$ cat src/rtl/nibbler_pkg.sv
// rtl/nibbler_pkg.sv - shared types and widths for the nibble input front-end
package nibbler_pkg;

    localparam int NIBBLE_W = 4;

    typedef enum logic [2:0] {
        IDLE     = 3'd0,
        PRESS_DB = 3'd1,
        LOAD     = 3'd2,
        WAIT_REL = 3'd3,
        REL_DB   = 3'd4
    } in_state_t;

endpackage

$ cat src/rtl/sync_2ff.sv
// rtl/sync_2ff.sv - W-bit two-flop synchroniser for asynchronous inputs
module sync_2ff #(
    parameter int W = 1
) (
    input  logic         clk,
    input  logic         reset,
    input  logic [W-1:0] d,
    output logic [W-1:0] q
);

    logic [W-1:0] meta;

    // Two back-to-back flops; the first may go metastable, the second settles it
    always_ff @(posedge clk or negedge reset) begin
        if (!reset) begin
            meta <= '0;
            q    <= '0;
        end else begin
            meta <= d;
            q    <= meta;
        end
    end

endmodule

$ cat src/rtl/nibble_in_ctrl.sv
// rtl/nibble_in_ctrl.sv - synchronise switches/button, debounce button, capture nibble with load strobe
module nibble_in_ctrl
    import nibbler_pkg::*;
#(
    parameter int DEB_CYCLES = 16,
    parameter int CNT_W      = 20
) (
    input  logic                clk,
    input  logic                reset,
    input  logic                btn_raw,
    input  logic [NIBBLE_W-1:0] sw_raw,
    output logic [NIBBLE_W-1:0] nibble,
    output logic                load,
    output logic                busy,
    output logic [7:0]          load_cnt
);

    localparam logic [CNT_W-1:0] CNT_LAST = CNT_W'(DEB_CYCLES - 1);

    logic                btn_s;
    logic [NIBBLE_W-1:0] sw_s;

    in_state_t           state, state_d;
    logic [CNT_W-1:0]    cnt, cnt_d;
    logic [NIBBLE_W-1:0] nibble_d;
    logic                load_d;
    logic [7:0]          load_cnt_d;

    sync_2ff #(.W(1)) u_sync_btn (
        .clk   (clk),
        .reset (reset),
        .d     (btn_raw),
        .q     (btn_s)
    );

    sync_2ff #(.W(NIBBLE_W)) u_sync_sw (
        .clk   (clk),
        .reset (reset),
        .d     (sw_raw),
        .q     (sw_s)
    );

    // State, debounce counter and all outputs are registered together
    always_ff @(posedge clk or negedge reset) begin
        if (!reset) begin
            state    <= IDLE;
            cnt      <= '0;
            nibble   <= '0;
            load     <= 1'b0;
            busy     <= 1'b0;
            load_cnt <= '0;
        end else begin
            state    <= state_d;
            cnt      <= cnt_d;
            nibble   <= nibble_d;
            load     <= load_d;
            busy     <= (state_d != IDLE);
            load_cnt <= load_cnt_d;
        end
    end

    // Next-state: press must be stable DEB_CYCLES before load, release likewise before re-arming
    always_comb begin
        state_d    = state;
        cnt_d      = cnt;
        nibble_d   = nibble;
        load_d     = 1'b0;
        load_cnt_d = load_cnt;
        case (state)
            IDLE: begin
                if (btn_s) begin
                    state_d = PRESS_DB;
                    cnt_d   = '0;
                end
            end
            PRESS_DB: begin
                if (!btn_s) begin
                    state_d = IDLE;
                end else if (cnt == CNT_LAST) begin
                    state_d    = LOAD;
                    nibble_d   = sw_s;
                    load_d     = 1'b1;
                    load_cnt_d = load_cnt + 8'd1;
                end else begin
                    cnt_d = cnt + 1'b1;
                end
            end
            LOAD: begin
                state_d = WAIT_REL;
            end
            WAIT_REL: begin
                if (!btn_s) begin
                    state_d = REL_DB;
                    cnt_d   = '0;
                end
            end
            REL_DB: begin
                if (btn_s) begin
                    state_d = WAIT_REL;
                end else if (cnt == CNT_LAST) begin
                    state_d = IDLE;
                end else begin
                    cnt_d = cnt + 1'b1;
                end
            end
            default: begin
                state_d = IDLE;
            end
        endcase
    end

endmodule

$ cat config.mk
export PLATFORM = sky130hd
export DESIGN_NAME = nibble_in_ctrl
export DESIGN_NICKNAME = d
export VERILOG_FILES = /design/src/rtl/nibbler_pkg.sv /design/src/rtl/sync_2ff.sv /design/src/rtl/nibble_in_ctrl.sv
export SDC_FILE = /design/constraint.sdc
export NUM_CORES = 1
export LEC_CHECK = 0
export ABC_CLOCK_PERIOD_IN_PS = 2350
export CAP_MARGIN = 20
export CORE_MARGIN = 3
export CORE_UTILIZATION = 40
export CTS_BUF_LIST = sky130_fd_sc_hd__clkbuf_4
export CTS_CLUSTER_SIZE = 25
export DETAILED_ROUTE_END_ITERATION = 16
export HOLD_SLACK_MARGIN = 0.02
export SLEW_MARGIN = 30
export SYNTH_ARGS = -nofsm -noshare
export SYNTH_HDL_FRONTEND = slang
export SYNTH_SLANG_ARGS = --single-unit
$ cat constraint.sdc
create_clock -name clk -period 2.35 [get_ports clk]
set_input_delay 0.47 -clock clk [delete_from_list [all_inputs] [get_ports clk]]
set_output_delay 0.47 -clock clk [all_outputs]
set_load 0.1 [all_outputs]
==> run metrics, run 1 <==
total global routing overflow=0; total number of vias=1,852; capture point of the worst reg-to-reg path=nibble[3]; clock root buffer=clkbuf_4; final hold vios=0; sum of met3 wire segment lengths after detailed routing=185 um; setup repair after global routing missed its margin=false; Critical Path Source Type=flip-flop; die height=83.2 um; run status=finished, final reports clean; DRC=0; number of antenna violations at the first check in global routing=0; async set or reset register ratio after synthesis=1.00; met1 layer wirelength in the final routing=2430 um; worst supply voltage drop on vdd=0.000343 V; Starting DRT DRC Count=106; via count of the first global-routing pass=1,838; register-to-register path setup slack=0.26 ns; cell types with the highest counts after synthesis=dfrtp_1, nand2_1, a21oi_1; Hold Buf Count CTS=0; Critical Path, Cell by Cell=buf_4 -> or4bb_1 -> nor3_4 -> mux2_2; highest routed metal layer=met4; type of destination of the critical path=flip-flop; CTS-repair resized insts=0; static leakage power=1.23 nW; total routing resource utilization after global routing=0.156; Slew headroom=0.557; global-route wire length before repair=8910 um; remaining number of nets flagged by the antenna check after routing=0; critical path arrival=2.36 ns; post-synth top area share=0.493; share of the cycle needed by the critical path after routing=0.891; count of pins on the block boundary=21; Max Clock Skew=0.00409 ns; maximum number of pins on one net before global-route repair=48; biggest fanout along the worst timing path=13; amount of wire on met2 after detailed routing=2300 um; Setup violations, final=0; sinks on the clock net=47; setup fix buffers added after clock tree synthesis=0; transition time of the tightest slew-check pin=0.662 ns; starting density of the core=0.423; count of mapped cells out of synthesis=221; final critical delay including setup and external delays=2.09 ns; number of register bits inferred by synthesis=47; Slew Limit Fails=0; main area contributors after synthesis=dfrtp_1, a21oi_1, nand2_1; mean instance size in the synthesized netlist=10.8 sq um; worst setup path class=flip-flop to flip-flop; power density of the placed cells=591 mW/mm^2; count of standard-cell rows=27; Slowest-stage cell, CP=or4bb_1; CTS H-Tree Depth=2; maximum clock rate=478 MHz; number of distinct library cell variants in the gate-level netlist after synthesis=49; count of input and output buffers=20; Horiz. Die Dim=83.2 um; max-cap violation count=0; Tightest Hold Check Type=primary input to async pin; half-perimeter wire length after detailed placement=3440 um; delay of the slowest cell on the worst path=0.63 ns; number of buffers added by the clock tree synthesis step=5; clock slew at the register clock pins of the worst setup and hold paths=0.14 ns; Yosys warning count=0; final routed wirelength across all metal layers=4960 um; area growth from synthesis to final layout=16.7%; via count normalized by instance count=5.72; core footprint=0.00564 sq mm; Critical R2R Launch=state[1]; required time at the worst-slack endpoint=2.61 ns; count leader, synth=dfrtp_1; share of final-layout standard cells stronger than drive strength 1=0.206; number of enable flip-flop cells after synthesis=0; area of combinational cells with multiple inputs=0.00114 sq mm; Most used DFF post-synth=dfrtp_1; drt pass-1 iters=4; die area=0.00692 sq mm; TritonCTS clock tree=yes; final sum of negative setup slack=0 ns; number of cells on the worst reg-to-reg path=4; routed wirelength normalized by instance count=15.3 um; maximum number of buffers from clock root to sink=2; area leader, netlist=dfrtp_1; mapped cell area=0.00238 sq mm; GP Congestion=0.805; antenna diode count=0; portion of the post-synthesis area used by sequential elements=0.493; number of filler cells placed in the layout=517; net count after synthesis=230; net total in the final layout=260; total area of sequential cells=0.00118 sq mm; PnR Total Power=1.64 mW; clk_lat worst skew=0.36 ns
-- flip-flops by register name (all words and copies together) (netlist names) --
register	count
nibble	4
u_sync_btn.meta	1
cnt	20
state	3
u_sync_sw.meta	4
u_sync_btn.q	1
busy	1
u_sync_sw.q	4
load	1
load_cnt	8
-- where the power goes --
group	leakage, nW	switching, mW	internal, mW
sequential	0.624	0.0402	0.853
clock	0.0418	0.276	0.228
combinational	0.566	0.164	0.0832
total	1.23	0.480	1.16
-- cell families after synthesis --
kind of cell,share of synthesized area
and+or+nand+nor,0.250
xor gates and xnor gates,0.0294
buffers and inverters,0.0294
muxes,0.0446
adders and majority gates,0.0105
DFF,0.493
AOI/OAI and AO/OA,0.143
-- worst max-delay path by stage --
stage                  end  slack, ns         start
2_1_floorplan  load_cnt[1]       0.45        cnt[0]
3_3_place_gp       cnt[17]       0.27      state[1]
3_5_place_dp       cnt[17]       0.23  u_sync_btn.q
4_1_cts            cnt[17]       0.20      state[1]
5_1_grt            cnt[13]       0.17      state[1]
6_report         nibble[3]       0.26      state[1]
-- stage by stage --
stage	util	cell area [sq um]	setup WS [ns]	hold WS, ns	instances
2_1_floorplan	-	2380	0.453	0.174	221
3_3_place_gp	0.477	2690	0.274	0.334	316
3_5_place_dp	0.477	2690	0.234	0.336	316
4_1_cts	0.492	2780	0.203	0.189	324
5_1_grt	0.493	2780	0.173	0.203	324
6_report	0.493	2780	0.257	0.167	324
-- worst max-delay path, delay by kind of cell, from the launching register on --
kind,cells,cell delay [ns]
AND/OR/NAND/NOR,2,0.95
flip-flops,1,0.46
multiplexers,1,0.38
buffers and inverters,1,0.20
-- metal layers --
metal | up-vias | track usage
li1 | 913 | -
met2 | 40 | 0.246
met1 | 895 | 0.221
met5 | - | 0
met3 | 4 | 0.0288
met4 | 0 | 0.0401
-- final cells by class --
class                      instances  share of cell area
clock inverter                     3              0.0166
inverter                           6             0.00809
tap                               72              0.0324
clock buffer                       5              0.0135
timing repair buffer              34              0.0953
sequential                        47               0.423
multi-input combinational        157               0.411
-- cells in the final DEF, fill, tap and decap left out, types with 2 or more instances in the layout --
cell type and n:
or3_1 2, nor2_1 4, buf_4 28, nand4_1 6, dfrtp_1 47, nor3_1 3, o31ai_1 8, ha_1 2
o311ai_0 4, nor4_1 7, a2111o_1 2, o21ai_0 8, or4_1 8, clkdlybuf4s50_1 5, o211ai_1 2, a21oi_1 14
nand2b_1 9, xor2_1 6, nor3b_1 3, clkbuf_4 5, nor3_4 2, and4bb_2 2, xnor2_1 2, mux2_2 5
nand3_1 8, and4_1 5, and3_1 2, inv_1 6, nand2_1 17, o41ai_1 3, mux2i_1 5
No activity file was read; power rests on OpenSTA's default activity.
==> run 2: changes to the inputs <==
--- a/config.mk
+++ b/config.mk
@@ -7,12 +7,15 @@
 export LEC_CHECK = 0
 export ABC_CLOCK_PERIOD_IN_PS = 2350
 export CAP_MARGIN = 20
+export CELL_PAD_IN_SITES_DETAIL_PLACEMENT = 1
+export CELL_PAD_IN_SITES_GLOBAL_PLACEMENT = 2
 export CORE_MARGIN = 3
-export CORE_UTILIZATION = 40
+export CORE_UTILIZATION = 39
 export CTS_BUF_LIST = sky130_fd_sc_hd__clkbuf_4
 export CTS_CLUSTER_SIZE = 25
 export DETAILED_ROUTE_END_ITERATION = 16
 export HOLD_SLACK_MARGIN = 0.02
+export PLACE_DENSITY_LB_ADDON = 0.1
 export SLEW_MARGIN = 30
 export SYNTH_ARGS = -nofsm -noshare
 export SYNTH_HDL_FRONTEND = slang
==> run 2 against run 1 <==
Compared with the run above: worst setup slack got worse by 0.036 ns; sequential power about the same; critical path depth is 1 lower; core utilization fell by 1.1 points; die area rose by 2.4%; clock skew increased by 0.0036 ns; combinational power hardly changed; non-clock buffer count is 2 lower; critical path type unchanged; largest power group unchanged.
==> run metrics, run 2 (synthesis results as in run 1) <==
global-route wire length before repair=9690 um (was 8910 um); biggest fanout along the worst timing path=8 (was 13); met1 layer wirelength in the final routing=2570 um (was 2430 um); critical path arrival=2.43 ns (was 2.36 ns); Most flops, register=cnt (unchanged); share of the cycle needed by the critical path after routing=0.906 (was 0.891); maximum number of pins on one net before global-route repair=48 (unchanged); Hold Buf Count CTS=0 (unchanged); worst supply voltage drop on vdd=0.000320 V (was 0.000343 V); remaining number of nets flagged by the antenna check after routing=0 (unchanged); type of destination of the critical path=flip-flop (unchanged); Critical R2R Launch=cnt[7] (was state[1]); via count normalized by instance count=6.02 (was 5.72); final sum of negative setup slack=0 ns (unchanged); CTS-repair resized insts=0 (unchanged); Slew headroom=0.551 (was 0.557); family of cells with the greatest summed delay on the critical path=simple AND/OR/NAND/NOR gates (unchanged); clock root buffer=clkbuf_4 (unchanged); critical path launch point=cnt[7] (was state[1]); final routed wirelength across all metal layers=5680 um (was 4960 um); Max Clock Skew=0.00773 ns (was 0.00409 ns); worst setup path class=flip-flop to flip-flop (unchanged); share of final-layout standard cells stronger than drive strength 1=0.200 (was 0.206); Crit path buffers/inverters=0 (was 1); number of filler cells placed in the layout=618 (was 517); clock slew at the register clock pins of the worst setup and hold paths=0.16 ns (was 0.14 ns); Slew Limit Fails=0 (unchanged); Slowest-stage cell, CP=or4_1 (was or4bb_1); half-perimeter wire length after detailed placement=4050 um (was 3440 um); TritonCTS clock tree=yes (unchanged); capture point of the worst reg-to-reg path=load_cnt[1] (was nibble[3]); Critical Path Source Type=flip-flop (unchanged); via count of the first global-routing pass=1,939 (was 1,838); count of pins on the block boundary=21 (unchanged); highest routed metal layer=met4 (unchanged); Critical Path, Cell by Cell=or4_1 -> nor3_4 -> mux2_2 (was buf_4 -> or4bb_1 -> nor3_4 -> mux2_2); total number of vias=1,937 (was 1,852); number of buffers added by the clock tree synthesis step=5 (unchanged); final hold vios=0 (unchanged); power density of the placed cells=578 mW/mm^2 (was 591 mW/mm^2); die height=84.2 um (was 83.2 um); maximum clock rate=470 MHz (was 478 MHz); Horiz. Die Dim=84.2 um (was 83.2 um); last element of the critical path=load_cnt[1] (was nibble[3]); GP Congestion=0.810 (was 0.805); max-cap violation count=0 (unchanged); total routing resource utilization after global routing=0.171 (was 0.156); setup repair after global routing missed its margin=false (unchanged); top library cells by usage in the layout, fill and taps aside=dfrtp_1, buf_4, nand2_1 (unchanged); number of flip-flops under the largest register name=20 (unchanged); sinks on the clock net=47 (unchanged); maximum number of buffers from clock root to sink=2 (unchanged); Starting DRT DRC Count=125 (was 106); register-to-register path setup slack=0.22 ns (was 0.26 ns); DRC=0 (unchanged); count of standard-cell rows=27 (unchanged); largest registers=cnt (20), load_cnt (8) (unchanged); delay of the slowest cell on the worst path=0.75 ns (was 0.63 ns); number of antenna violations at the first check in global routing=0 (unchanged); total global routing overflow=0 (unchanged); drt pass-1 iters=4 (unchanged); amount of wire on met2 after detailed routing=2870 um (was 2300 um); starting density of the core=0.418 (was 0.423); Setup violations, final=0 (unchanged); depth of the critical timing path with buffers and inverters included=3 (was 4); net total in the final layout=258 (was 260); most common cell after layout, fill and taps aside=dfrtp_1 (unchanged); required time at the worst-slack endpoint=2.65 ns (was 2.61 ns); number of cells on the worst reg-to-reg path=3 (was 4); Tightest Hold Check Type=primary input to async pin (unchanged); count of input and output buffers=20 (unchanged); Hold Slack=0.137 ns (was 0.167 ns); setup fix buffers added after clock tree synthesis=0 (unchanged); static leakage power=1.22 nW (was 1.23 nW); core footprint=0.00571 sq mm (was 0.00564 sq mm); die area=0.00709 sq mm (was 0.00692 sq mm); routed wirelength normalized by instance count=17.6 um (was 15.3 um); area growth from synthesis to final layout=15.4% (was 16.7%); final critical delay including setup and external delays=2.13 ns (was 2.09 ns); sum of met3 wire segment lengths after detailed routing=163 um (was 185 um); CTS H-Tree Depth=2 (unchanged); antenna diode count=0 (unchanged); transition time of the tightest slew-check pin=0.672 ns (was 0.662 ns); clk_lat worst skew=0.39 ns (was 0.36 ns); run status=finished, final reports clean (unchanged)
[run 2: changes by cell type in the layout (fill, tap and decap cells not counted), sizes merged]
cell / delta
clkinvlp: -1
bufinv: -1
buf: -2
inv: +2
[run 2: power by group]
part	switching [mW]	internal [mW]
combinational	0.165	0.0812
clock	0.313	0.136
sequential	0.0416	0.853
total	0.520	1.07
[run 2: worst min path at each step]
stage / end / slack, ns / depth (start not counted)
after floorplan: busy / 0.17 / 0
after global placement: u_sync_sw.q[2] / 0.33 / 0
after detailed placement: u_sync_sw.q[1] / 0.34 / 0
after CTS: cnt[17] / 0.16 / 2
after global routing: cnt[6] / 0.18 / 2
final: cnt[13] / 0.14 / 2
[run 2: worst register-to-register path, delay by kind of cell, from the launching register on]
family,cells,cell delay [ns]
mux,1,0.38
flops,1,0.50
simple gates,2,1.17
[run 2: cell type report]
cell class              instances  area (sq um)  share of cell area
flip-flops and latches         47          1180               0.427
multi-input cells             157          1140               0.416
repair buffers                 32           250              0.0909
well taps                      72          90.1              0.0327
clock buffers                   5          37.5              0.0136
clock inverters                 3          31.3              0.0114
inverters                       6          22.5             0.00818
[run 2: layer usage]
metal	vias to the layer above	global-route usage
met5	-	0
met4	0	0.0643
met3	7	0.0324
met2	26	0.281
met1	998	0.225
li1	906	-
[run 2: per-stage QoR]
step / power (mW) / cells / setup WS, ns / util / instance area [sq um]
finish: 1.59 / 322 / 0.221 / 0.482 / 2750
global route: 1.69 / 322 / 0.0572 / 0.482 / 2750
CTS: 1.61 / 322 / 0.148 / 0.481 / 2750
detailed placement: 1.16 / 314 / 0.179 / 0.469 / 2680
global placement: 1.15 / 314 / 0.239 / 0.469 / 2680
floorplan: 1.07 / 221 / 0.453 / - / 2380
==> run 3: changes to the inputs <==
--- a/config.mk
+++ b/config.mk
@@ -6,7 +6,6 @@
 export NUM_CORES = 1
 export LEC_CHECK = 0
 export ABC_CLOCK_PERIOD_IN_PS = 2350
-export CAP_MARGIN = 20
 export CELL_PAD_IN_SITES_DETAIL_PLACEMENT = 1
 export CELL_PAD_IN_SITES_GLOBAL_PLACEMENT = 2
 export CORE_MARGIN = 3
==> results of run 3 <==
Same layout as run 2: the final DEF is identical, and so are final timing and power.
